**src/rtl/spi_pkg.sv**
```systemverilog
// Shared SPI definitions: address width, r/w bit encoding and master FSM states.
package spi_pkg;

  localparam int   ADR_W        = 7;
  localparam logic RW_WRITE     = 1'b1;
  localparam logic RW_READ      = 1'b0;
  localparam int   MIN_HALF_DIV = 4;

  typedef enum logic [2:0] {
    IDLE     = 3'd0,
    CS_SETUP = 3'd1,
    SHIFT_HI = 3'd2,
    SHIFT_LO = 3'd3,
    CS_HOLD  = 3'd4,
    GAP      = 3'd5
  } state_e;

  // Bits in one frame: r/w flag, address, data field.
  function automatic int frame_bits(input int nbit);
    return 1 + ADR_W + nbit;
  endfunction

endpackage

```
**src/rtl/spi_half_tick.sv**
```systemverilog
// Terminal-count divider: counts 0..DIV-1 and ticks on the last count.
// clr holds the count at zero and suppresses the tick.
module spi_half_tick #(
  parameter int DIV = 4
) (
  input  logic clk,
  input  logic rst,
  input  logic clr,
  output logic tick
);

  localparam int            CW   = (DIV > 1) ? $clog2(DIV) : 1;
  localparam logic [CW-1:0] LAST = CW'(DIV - 1);

  logic [CW-1:0] cnt;

  always_ff @(posedge clk) begin
    if (rst || clr) begin
      cnt <= '0;
    end else if (cnt == LAST) begin
      cnt <= '0;
    end else begin
      cnt <= cnt + CW'(1);
    end
  end

  assign tick = !clr && (cnt == LAST);

endmodule

```
**src/rtl/spi_master_write.sv**
```systemverilog
// SPI master: sends {rw, adr, wdata} MSB first on cs/sclk/mosi, all outputs registered.
// Optional read frames (rw=0, miso captured into rdata) are built when SPI_READ_EN is defined.
module spi_master_write
  import spi_pkg::*;
#(
  parameter int Nbit     = 8,
  parameter int HALF_DIV = 4,
  parameter int CS_GAP   = 8
) (
  input  logic             clk,
  input  logic             rst,
  input  logic             start,
  input  logic [ADR_W-1:0] adr,
  input  logic             rw,
  input  logic [Nbit-1:0]  wdata,
  output logic             busy,
  output logic             done,
  output logic [Nbit-1:0]  rdata,
  output logic             cs,
  output logic             sclk,
  output logic             mosi,
  input  logic             miso
);

  localparam int            TOT      = frame_bits(Nbit);
  localparam int            BW       = $clog2(TOT);
  localparam logic [BW-1:0] LAST_BIT = BW'(TOT - 1);

  if (HALF_DIV < MIN_HALF_DIV) begin : g_div_check
    $error("spi_master_write: HALF_DIV must be at least %0d", MIN_HALF_DIV);
  end

  state_e         state, state_nxt;
  logic [TOT-1:0] sr;
  logic [BW-1:0]  bit_cnt;
  logic           half_tick, gap_tick, rw_eff, accept, in_frame, frame_end;
  logic           half_clr, gap_clr;
  logic           cs_nxt, sclk_nxt, mosi_nxt, busy_nxt, done_nxt;

  assign in_frame  = (state == CS_SETUP) || (state == SHIFT_HI) ||
                     (state == SHIFT_LO) || (state == CS_HOLD);
  assign accept    = (state == IDLE) && start && !busy;
  assign frame_end = (state == GAP) && gap_tick;
  assign half_clr  = !in_frame;
  assign gap_clr   = (state != GAP);

  spi_half_tick #(.DIV(HALF_DIV)) u_half (
    .clk(clk), .rst(rst), .clr(half_clr), .tick(half_tick)
  );

  spi_half_tick #(.DIV(CS_GAP)) u_gap (
    .clk(clk), .rst(rst), .clr(gap_clr), .tick(gap_tick)
  );

  always_ff @(posedge clk) begin
    if (rst) state <= IDLE;
    else     state <= state_nxt;
  end

  always_comb begin
    state_nxt = state;
    case (state)
      IDLE:     if (accept) state_nxt = CS_SETUP; else state_nxt = IDLE;
      CS_SETUP: if (half_tick) state_nxt = SHIFT_HI; else state_nxt = CS_SETUP;
      SHIFT_HI: if (half_tick) state_nxt = SHIFT_LO; else state_nxt = SHIFT_HI;
      SHIFT_LO: begin
        if (half_tick) state_nxt = (bit_cnt == LAST_BIT) ? CS_HOLD : SHIFT_HI;
        else           state_nxt = SHIFT_LO;
      end
      CS_HOLD:  if (half_tick) state_nxt = GAP; else state_nxt = CS_HOLD;
      GAP:      if (gap_tick) state_nxt = IDLE; else state_nxt = GAP;
      default:  state_nxt = IDLE;
    endcase
  end

  // busy stays high through the done cycle so a start is only taken the cycle after.
  always_comb begin
    cs_nxt   = !((state_nxt == CS_SETUP) || (state_nxt == SHIFT_HI) ||
                 (state_nxt == SHIFT_LO) || (state_nxt == CS_HOLD));
    sclk_nxt = (state_nxt == SHIFT_HI);
    busy_nxt = (state_nxt != IDLE) || frame_end;
    done_nxt = frame_end;
    if (accept) begin
      mosi_nxt = rw_eff;
    end else if ((state == SHIFT_HI) && half_tick) begin
      mosi_nxt = sr[TOT-2];
    end else begin
      mosi_nxt = mosi;
    end
  end

  always_ff @(posedge clk) begin
    if (rst) begin
      cs   <= 1'b1;
      sclk <= 1'b0;
      mosi <= 1'b0;
      busy <= 1'b0;
      done <= 1'b0;
    end else begin
      cs   <= cs_nxt;
      sclk <= sclk_nxt;
      mosi <= mosi_nxt;
      busy <= busy_nxt;
      done <= done_nxt;
    end
  end

  // Frame shift register shifts as sclk falls; bit counter advances at the end of each low phase.
  always_ff @(posedge clk) begin
    if (rst) begin
      sr      <= '0;
      bit_cnt <= '0;
    end else if (accept) begin
      sr      <= {rw_eff, adr, (rw_eff == RW_WRITE) ? wdata : {Nbit{1'b0}}};
      bit_cnt <= '0;
    end else if ((state == SHIFT_HI) && half_tick) begin
      sr      <= {sr[TOT-2:0], 1'b0};
    end else if ((state == SHIFT_LO) && half_tick) begin
      bit_cnt <= bit_cnt + BW'(1);
    end
  end

`ifdef SPI_READ_EN
  logic [Nbit-1:0] rsr;
  logic            rd;

  assign rw_eff = rw;

  // miso is sampled at the end of each high phase; the newest Nbit samples are the data field.
  always_ff @(posedge clk) begin
    if (rst) begin
      rsr   <= '0;
      rd    <= 1'b0;
      rdata <= '0;
    end else begin
      if (accept) rd <= (rw == RW_READ);
      if ((state == SHIFT_HI) && half_tick) rsr <= Nbit'({rsr, miso});
      if (frame_end && rd) rdata <= rsr;
    end
  end
`else
  logic unused_in;

  assign rw_eff    = RW_WRITE;
  assign rdata     = '0;
  assign unused_in = miso ^ rw;
`endif

endmodule

```
**config.mk**
```make
export PLATFORM = sky130hd
export DESIGN_NAME = spi_master_write
export DESIGN_NICKNAME = d
export VERILOG_FILES = /design/src/rtl/spi_pkg.sv /design/src/rtl/spi_half_tick.sv /design/src/rtl/spi_master_write.sv
export SDC_FILE = /design/constraint.sdc
export NUM_CORES = 1
export LEC_CHECK = 0
export ABC_AREA = 1
export BUFFER_PORTS_ARGS = -buffer_cell sky130_fd_sc_hd__buf_2
export CAP_MARGIN = 25
export CORE_ASPECT_RATIO = 0.8
export CORE_MARGIN = 2
export CORE_UTILIZATION = 25
export DETAILED_ROUTE_END_ITERATION = 10
export GPL_TIMING_DRIVEN = 0
export PLACE_DENSITY_LB_ADDON = 0.2
export SLEW_MARGIN = 20
export SYNTH_ARGS = -nofsm -noshare
export SYNTH_HDL_FRONTEND = slang
export SYNTH_HIERARCHICAL = 1
export SYNTH_SLANG_ARGS = --single-unit
```
**constraint.sdc**
```tcl
create_clock -name clk -period 2.56 [get_ports clk]
set_clock_uncertainty 0.1 [all_clocks]
set_input_delay 0.384 -clock clk [delete_from_list [all_inputs] [get_ports clk]]
set_output_delay 0.384 -clock clk [all_outputs]
set_load 0.005 [all_outputs]
```
# After elaboration in Yosys (flattened, before gate mapping)

Index checks and enable logic that the tools add are counted.

Input bits: 20
Output and inout bits: 13
Word-level logic and storage cells: 66
Bits in registers: 32

Add/subtract/negate cells: 3
Equal/unequal tests: 13
Reduce and logical (&&, ||, !) cells: 27
Bitwise operators: 1
Mux-type cells: 12

Operators by type and width:

| cell                  | number |
|---|---|
| $mux W15              | 2 |
| $pmux W3 S6           | 1 |
| $eq A3 B2 Y1 const B  | 4 |
| $eq A3 B3 Y1 const B  | 4 |
| $logic_or A1 B1 Y1    | 9 |
| $mux W3               | 3 |
| $logic_and A1 B1 Y1   | 7 |
| $eq A3 B1 Y1 const B  | 2 |
| $reduce_or A2 Y1      | 3 |
| $mux W1               | 5 |
| $add A4 B1 Y4 const B | 1 |
| $eq A4 B4 Y1 const B  | 1 |
| $logic_not A1 Y1      | 4 |
| $add A3 B1 Y3 const B | 1 |
| $logic_not A3 Y1      | 1 |
| $ne A3 B3 Y1 const B  | 1 |
| $reduce_bool A3 Y1    | 1 |
| $add A2 B1 Y2 const B | 1 |
| $eq A2 B2 Y1 const B  | 1 |
| $mux W2               | 1 |
| $reduce_and A2 Y1     | 1 |
| $reduce_bool A2 Y1    | 1 |
| $not A1 Y1            | 1 |

# Logic depth before layout (Yosys ltp)

Gate-level depths: netlist of the first run.

Depth after elaboration: 12
Mapped depth: 12
Mapped depth without buffers: 10

# Cells and area by module

Netlist of the first run, hierarchy kept.

Modules (own cells, without submodules):

| module                 | cells an instance | area each (µm²) | seq. area each (µm²) | instances |
|---|---|---|---|---|
| spi_master_write       | 185               | 1,392.6         | 540.5                | 1 |
| spi_half_tick (u_gap)  | 14                | 118.9           | 60.1                 | 1 |
| spi_half_tick (u_half) | 10                | 78.8            | 40.0                 | 1 |

# Worst setup path after synthesis of the first run

Ideal clock, no wire load.

Kind: register to register
From: register state[0]
To: register sr[7]
Cell stages (with the launch flop): 13
Path buffers: 3
Arrival time: 1.857 ns
Path slack: 0.546 ns
Setup time: 0.058 ns
Clock period less this slack: 2.014 ns
Data required time: 2.402 ns
Cells stage by stage: dfxtp_1 -> buf_6 -> nor2_4 -> buf_2 -> xor2_1 -> nor2_1 -> inv_2 -> nor3_2 -> buf_4 -> nand2_1 -> o21ai_1 -> o21ai_1 -> inv_1

Word-level cells in the longest chain between the ends: 7
Elaborated cells between the ends (all ways): 14
Those cells by class: eq/ne (4); mux (1); reduce/logical (9)

Ends and longest elaborated chain:

| what                                         | RTL line                | source |
|---|---|---|
| from (decl)                                  | spi_master_write.sv:33  | `state_e state, state_nxt;` |
| from (signal assigned)                       | spi_master_write.sv:57  | `else state <= state_nxt;` |
| $eq A3 B1 Y1 or $eq A3 B2 Y1 (tied branches) | spi_master_write.sv:40  | `assign in_frame = (state == CS_SETUP) \|\| (state == SHIFT_HI) \|\|` |
| $logic_or A1 B1 Y1 (2 in series)             | spi_master_write.sv:40  |  |
| $logic_or A1 B1 Y1 *                         | spi_master_write.sv:41  | `(state == SHIFT_LO) \|\| (state == CS_HOLD);` |
| $logic_and A1 B1 Y1 *                        | spi_half_tick.sv:27     | `assign tick = !clr && (cnt == LAST);` |
| via half_tick                                | spi_master_write.sv:36  | `logic half_tick, gap_tick, rw_eff, accept, in_frame, frame_end;` |
| $logic_and A1 B1 Y1 *                        | spi_master_write.sv:116 | `end else if ((state == SHIFT_HI) && half_tick) begin` |
| $reduce_bool A2 Y1 (no line) *               | --                      |  |
| to (signal assigned)                         | spi_master_write.sv:114 | `sr <= {rw_eff, adr, (rw_eff == RW_WRITE) ? wdata : {Nbit{1'b0}}};` |
| to (signal assigned)                         | spi_master_write.sv:117 | `sr <= {sr[TOT-2:0], 1'b0};` |
| to (decl)                                    | spi_master_write.sv:34  | `logic [TOT-1:0] sr;` |

Mark *: on every way through the listed nets, which the timed path passes. The rest lies on a longest branch.
A chain may end at the register's enable or synchronous reset.

# Final worst setup path of the first run

Same ends and word-level chain as after synthesis.

==> out/results.txt, run 1 <==
unrepaired setup endpoints after global routing: no
synthesis-stage register bit count: 32
final instance area: 1940 um2
Clock Tree Buf Depth: 2
area delta synth->final: 21.9%
Post-CTS Setup Bufs: 0
Core Rows: 25
maximum clock rate: 438 MHz
CP max stage delay: 0.36 ns
clock slew seen by the registers of the worst setup and hold paths: 0.07 ns
WL final: 3560 um
crit-path cells: buf_6 > nor2_4 > buf_2 > xor2_1 > nor2_2 > inv_2 > nor3_2 > buf_4 > nand2_1 > o21ai_1 > o21ai_1 > inv_1
initial antenna violation count: 0
hold_sp: wdata[0]
gr ovfl total: 0
final worst-path cycle share: 89.2%
setup ws final: 0.277 ns
CP max FO: 10
H-tree depth: 2
reg2reg setup slack: 0.28 ns
Setup Viol. Count Final: 0
gp weighted congestion: 0.860
WL/cell: 10.9 um
final setup TNS: 0 ns
CTS Buf Count: 5
Leakage: 0.892 nW
clock sink count: 32
clk_lat worst skew: 0.28 ns
Top delay family on crit path: buffers and inverters
Worst Hold Endpoint: sr[0]$_SDFFE_PP0P_
worst path bufs/invs: 5
# IOs: 33
dpl hpwl: 2650 um
post-synthesis instance total: 209
crit path kind: reg -> reg
R2R cell count: 12
pre-CTS WS: 0.124 ns
DP Area: 1830 um2
Starting Density: 26.3%
worst hold path class: in -> reg
Root Buffer: clkbuf_8
DRC: 0
Detailed Route Iter0 Violations: 65
Arrival @ worst endpoint: 2.41 ns
Post-synth EDFFs: 0
Synth Cell Area: 1590 um2
Final Non-Filler Cells: 327
PD cells: 594 nW/um2
dominant synthesized flop cell: dfxtp_1
core area: 6040 um2
Total GRT Usage: 11.1%
count of cell types in the netlist: 32
reg-to-reg endpoint: sr[7]$_SDFFE_PP0P_
Critical Path RT: 2.69 ns
Hold Vio Cnt, Final: 0
via count: 1,372
Initial DRT Pass Iterations: 4
number of diodes: 0
most frequent cells in the layout: nand2_1 (33), dfxtp_1 (32), inv_1 (27)
vias per cell: 4.20
commonest non-fill, non-tap cell in the layout: nand2_1
Detail Route Antenna Nets: 0
Avg Cell Area, Syn: 7.61 um2
Setup crit end kind: flop
CP dominant cell by count: o21ai_1
Peak VDD IR: 0.292 mV
Die ar.: 7020 um2
min cycle time layout: 2.28 ns
TritonCTS clock tree: yes
nets: 269
vias in the first global route: 1,202
Port Buffer Count: 22
share of the yosys chip area belonging to registers: 40.3%
Die Y-Extent: 75.3 um
max-slew violations: 0
Hold Crit Depth: 3
Worst path slowest cell: nor2_2
status: complete, no violations
first-pass GRT wire length: 5890 um
r2r startpoint: state[0]$_SDFF_PP0_
Max-cap violations: 0
share of cells above drive strength 1: 22.8%
synth warn: 6
async set-reset flop share out of synthesis: 0%
startpoint types: flop
largest net degree at the start of global routing: 11
placed cell count: 319
FILL cells: 677
chip width: 93.2 um
-- per-layer routing --
metal  routed length [um]  up-vias  global-route usage, %  part of all wire (%)
met2                 1420       33                   14.6                    40
met5                    0        -                      0                     0
met4                   58        0                   5.39                   1.6
met1                 1920      588                   16.4                    54
met3                  163        4                   3.26                   4.6
li1                     -      747                      -                     -
-- how the worst max path moves through the flow --
| stage | start | end | slack, ns | depth (start not counted) |
|---|---|---|---|---|
| after floorplan | state[0]$_SDFF_PP0_ | sr[7]$_SDFFE_PP0P_ | 0.55 | 12 |
| after global placement | state[0]$_SDFF_PP0_ | sr[7]$_SDFFE_PP0P_ | 0.14 | 12 |
| after detailed placement | state[0]$_SDFF_PP0_ | sr[7]$_SDFFE_PP0P_ | 0.12 | 12 |
| after CTS | state[0]$_SDFF_PP0_ | sr[7]$_SDFFE_PP0P_ | 0.10 | 12 |
| after global routing | state[0]$_SDFF_PP0_ | busy$_SDFF_PP0_ | 0.04 | 10 |
| final | state[0]$_SDFF_PP0_ | sr[7]$_SDFFE_PP0P_ | 0.28 | 12 |
-- Yosys cell counts (7+ instances only) --
cell / instances / area, um2
nor2_1: 17 / 63.8
dfxtp_1: 32 / 641
nand2_1: 33 / 124
inv_1: 27 / 101
nand3_1: 20 / 100
buf_4: 9 / 67.6
a21oi_1: 7 / 35.0
a31oi_1: 8 / 50.1
nand4_1: 12 / 75.1
-- worst register-to-register path: cells and delay by family (launching register included) --
kind / cells / cell delay [ns]
AO/OA/AOI/OAI: 2 / 0.14
buffers and inverters: 5 / 0.78
XOR/XNOR: 1 / 0.14
AND/OR/NAND/NOR: 4 / 0.78
flip-flops: 1 / 0.31
-- registers in the layout (all words and copies together), names as in the netlist --
name,flops
bit_cnt,4
u_gap/cnt,3
mosi,1
busy,1
sclk,1
state,3
u_half/cnt,2
done,1
sr,15
cs,1
-- timing repair --
action                     CTS  global route
resized for setup            0             1
setup endpoints to repair    0            13
hold buffers                 0             0
-- kinds of logic after synthesis --
family	after synthesis	synth area share (%)
other cells	1	0.236
simple gates	96	30.2
buf+inv	47	14.8
fa+ha+maj	4	3.15
xor+xnor	1	0.551
flops	32	40.3
compound gates	28	10.8
-- where the power goes --
part / switching, mW / leakage (nW) / internal [mW]
combinational: 0.0818 / 0.575 / 0.0594
sequential: 0.0102 / 0.261 / 0.523
clock: 0.188 / 0.0552 / 0.289
total: 0.280 / 0.892 / 0.871
-- cell type report --
class | instances | area, um2 | area share [%]
repair buffers | 22 | 110 | 5.68
multi-input cells | 137 | 743 | 38.3
plain buffers | 18 | 126 | 6.52
flip-flops and latches | 32 | 641 | 33.1
clock inverters | 2 | 35.0 | 1.81
inverters | 29 | 109 | 5.62
clock buffers | 6 | 72.6 | 3.74
well taps | 81 | 101 | 5.23
-- metrics by stage --
stage	util, %	hold slack (ns)	power (mW)
after floorplan	-	0.297	0.643
after global placement	30.3	0.314	0.686
after detailed placement	30.3	0.314	0.686
after CTS	32.1	0.274	1.17
after global routing	32.1	0.276	1.22
final	32.1	0.280	1.15
Note: power is estimated with default switching activity, not from simulation.
==> run 2, diff against run 1 <==
- SYNTH_HIERARCHICAL: 1 -> not set
==> run 2 against run 1 <==
  * Synthesized cell count fell by 3.3%
  * Utilization fell by 0.63 points
  * Largest cell class unchanged
  * Final area fell by 4.0%
  * Global-route usage rose by 0.32 points
  * Sequential share of layout area rose by 1.4 points
  * Via count fell by 3.7%
  * First-iteration DRC count rose by 14%
==> out/results.txt, run 2 <==
WL/cell: 10.9 um (about the same)
number of diodes: 0 (unchanged)
Setup Viol. Count Final: 0 (unchanged)
async set-reset flop share out of synthesis: 0% (unchanged)
Worst Tran Pin Value: 0.543 ns
first-pass GRT wire length: 5870 um (-0.36%)
pre-CTS WS: 0.926 ns (+0.802 ns)
vias per cell: 4.15 (-0.99%)
Max-cap violations: 0 (unchanged)
grt met2 use: 15.8% (+1.2 points)
final worst-path cycle share: 63.9% (-25 points)
Peak VDD IR: 0.194 mV (-34%)
Top delay family on crit path: simple AND/OR/NAND/NOR gates
R2R cell count: 5 (-7)
dpl hpwl: 2550 um (-4.0%)
DRC: 0 (unchanged)
H-tree depth: 2 (unchanged)
Hold Vio Cnt, Final: 0 (unchanged)
Post-CTS Setup Bufs: 0 (unchanged)
Post-CTS Hold Buffers: 0 (unchanged)
Leakage: 0.833 nW (-6.6%)
CTS Buf Count: 5 (unchanged)
nets: 261 (-3.0%)
Reg with most FFs: sr
core area: 5910 um2 (-2.1%)
CP max FO: 8 (-2)
Setup crit end kind: flop
PostCTS Resize Cnt: 0 (unchanged)
WL final: 3470 um (-2.8%)
Total GRT Usage: 11.4% (+0.32 points)
final setup TNS: 0 ns (unchanged)
worst path bufs/invs: 1 (-4)
area delta synth->final: 21.5%
leading area contributor after synthesis: dfxtp_1
FILL cells: 650 (-4.0%)
Detailed Route Iter0 Violations: 74 (+14%)
initial antenna violation count: 0 (unchanged)
Detail Route Antenna Nets: 0 (unchanged)
TritonCTS clock tree: yes
count of cell types in the netlist: 25 (-22%)
Clock Tree Buf Depth: 2 (unchanged)
CP max stage delay: 0.35 ns (about the same)
largest net degree at the start of global routing: 11 (unchanged)
Critical Path RT: 2.66 ns (-0.03 ns)
placed cell count: 311 (-2.5%)
Die ar.: 6770 um2 (-3.5%)
commonest cells in the netlist: nand2_1 (33), dfxtp_1 (32), nand3_1 (27)
clock slew seen by the registers of the worst setup and hold paths: 0.06 ns (about the same)
commonest non-fill, non-tap cell in the layout: nand2_1
gr ovfl total: 0 (unchanged)
largest registers: sr x15, bit_cnt x4
# IOs: 33 (unchanged)
via count: 1,321 (-3.7%)
Synth Cell Area: 1530 um2 (-3.7%)
setup ws final: 0.923 ns (+0.647 ns)
Pwr Total: 1.10 mW (-4.6%)
Die Y-Extent: 74.0 um (-1.8%)
Avg Cell Area, Syn: 7.58 um2 (-0.36%)
area share of the largest cell type after synthesis: 41.8% (+1.5 points)
clock sink count: 32 (unchanged)
met3 GRT Util: 2.94% (-0.33 points)
crit-path cells: ha_1 > inv_2 > nor2_2 > nand3_1 > a31oi_1
startpoint types: flop
Hold Crit Depth: 3 (unchanged)
PD cells: 590 nW/um2 (-0.65%)
most frequent cells in the layout: nand2_1 (33), dfxtp_1 (32), nand3_1 (27)
Slew HR: 63.8%
unrepaired setup endpoints after global routing: no
Worst path slowest cell: ha_1
Area contributors post-synth: dfxtp_1 (42%), nand3_1 (8.8%), nand2_1 (8.1%)
maximum clock rate: 611 MHz (+40%)
crit path kind: reg -> reg
worst hold path class: in -> reg
Port Buffer Count: 21 (-4.5%)
max reg flops: 15 (unchanged)
min cycle time layout: 1.64 ns (-0.647 ns)
dominant synthesized flop cell: dfxtp_1
Initial DRT Pass Iterations: 4 (unchanged)
synth warn: 0 (-6)
Final Non-Filler Cells: 318 (-2.8%)
status: complete, no violations
Post-synth EDFFs: 0 (unchanged)
Starting Density: 25.9% (-0.44 points)
Arrival @ worst endpoint: 1.74 ns (-0.67 ns)
vias in the first global route: 1,239 (+3.1%)
chip width: 91.5 um (-1.8%)
most frequent cell after synthesis: nand2_1
most used routing layer: met1
Core Rows: 25 (unchanged)
share of cells above drive strength 1: 21.5% (-1.2 points)
post-synthesis instance total: 202 (-3.3%)
max-slew violations: 0 (unchanged)
Finished Core Util: 31.5% (-0.63 points)
GR Util met1: 16.1% (-0.22 points)
clk_lat worst skew: 0.28 ns (about the same)
share of the yosys chip area belonging to registers: 41.8% (+1.5 points)
CP Depth: 5 (-7)
Root Buffer: clkbuf_8
synthesis-stage register bit count: 32 (unchanged)
gp weighted congestion: 0.820 (-4.7%)
## run 2: cell types whose count changed after synthesis, moves of 2 or more
cell | previous run | this run
o21ai_0 | 2 | 5
nand3_1 | 20 | 27
o21ai_1 | 4 | 1
nand4_1 | 12 | 0
a21oi_1 | 7 | 13
nor2_1 | 17 | 15
o211ai_1 | 4 | 7
clkbuf_1 | 4 | 2
## run 2: routing by layer
| metal | share of wire, % | up-vias | wire length, um |
|---|---|---|---|
| li1 | - | 719 | - |
| met1 | 54 | 571 | 1870 |
| met2 | 39 | 26 | 1370 |
| met3 | 4.8 | 5 | 167 |
| met4 | 1.8 | 0 | 62 |
| met5 | 0 | - | 0 |
## run 2: worst min-delay path: cells and delay by family
kind	cells	cell delay, ns
buf+inv	1	0.10
simple gates	1	0.05
compound gates	1	0.05
## run 2: final cells by class
cell class                 instances  area, um2  share of cell area [%]
inverter                          29        109                    5.85
sequential                        32        641                    34.4
tap                               81        101                    5.45
clock buffer                       7       96.3                    5.18
timing repair buffer              21        105                    5.65
multi-input combinational        133        694                    37.3
buffer                            15        114                    6.12
## run 2: logic make-up after synthesis
family / Yosys count / synth area share, %
AND/OR/NAND/NOR: 86 / 26.6
flip-flops: 32 / 41.8
AO/OA/AOI/OAI: 35 / 13.5
other: 1 / 0.245
adder cells (fa/ha/maj): 4 / 3.27
buffers and inverters: 44 / 14.5
## run 2: per-stage QoR
stage / area (um2) / hold WS (ns)
final: 1860 / 0.248
after global placement: 1760 / 0.314
after CTS: 1860 / 0.244
after floorplan: 1560 / 0.299
after detailed placement: 1760 / 0.314
after global routing: 1860 / 0.242
## run 2: power breakdown
part	switching (mW)	total (mW)	internal, mW
Sequential	0.0144	0.538	0.523
Clock	0.175	0.414	0.239
Combinational	0.0830	0.146	0.0631
Total	0.272	1.10	0.825
## run 2: worst paths after layout
check,from,endpoint,slack (ns)
setup / recovery,u_half.cnt[0]$_SDFF_PP0_,sr[13]$_SDFFE_PP0P_,0.92
setup reg to reg,u_half.cnt[0]$_SDFF_PP0_,sr[13]$_SDFFE_PP0P_,0.92
hold / removal,wdata[0],sr[0]$_SDFFE_PP0P_,0.25
hold reg to reg,u_gap.cnt[0]$_SDFF_PP0_,u_gap.cnt[0]$_SDFF_PP0_,0.32
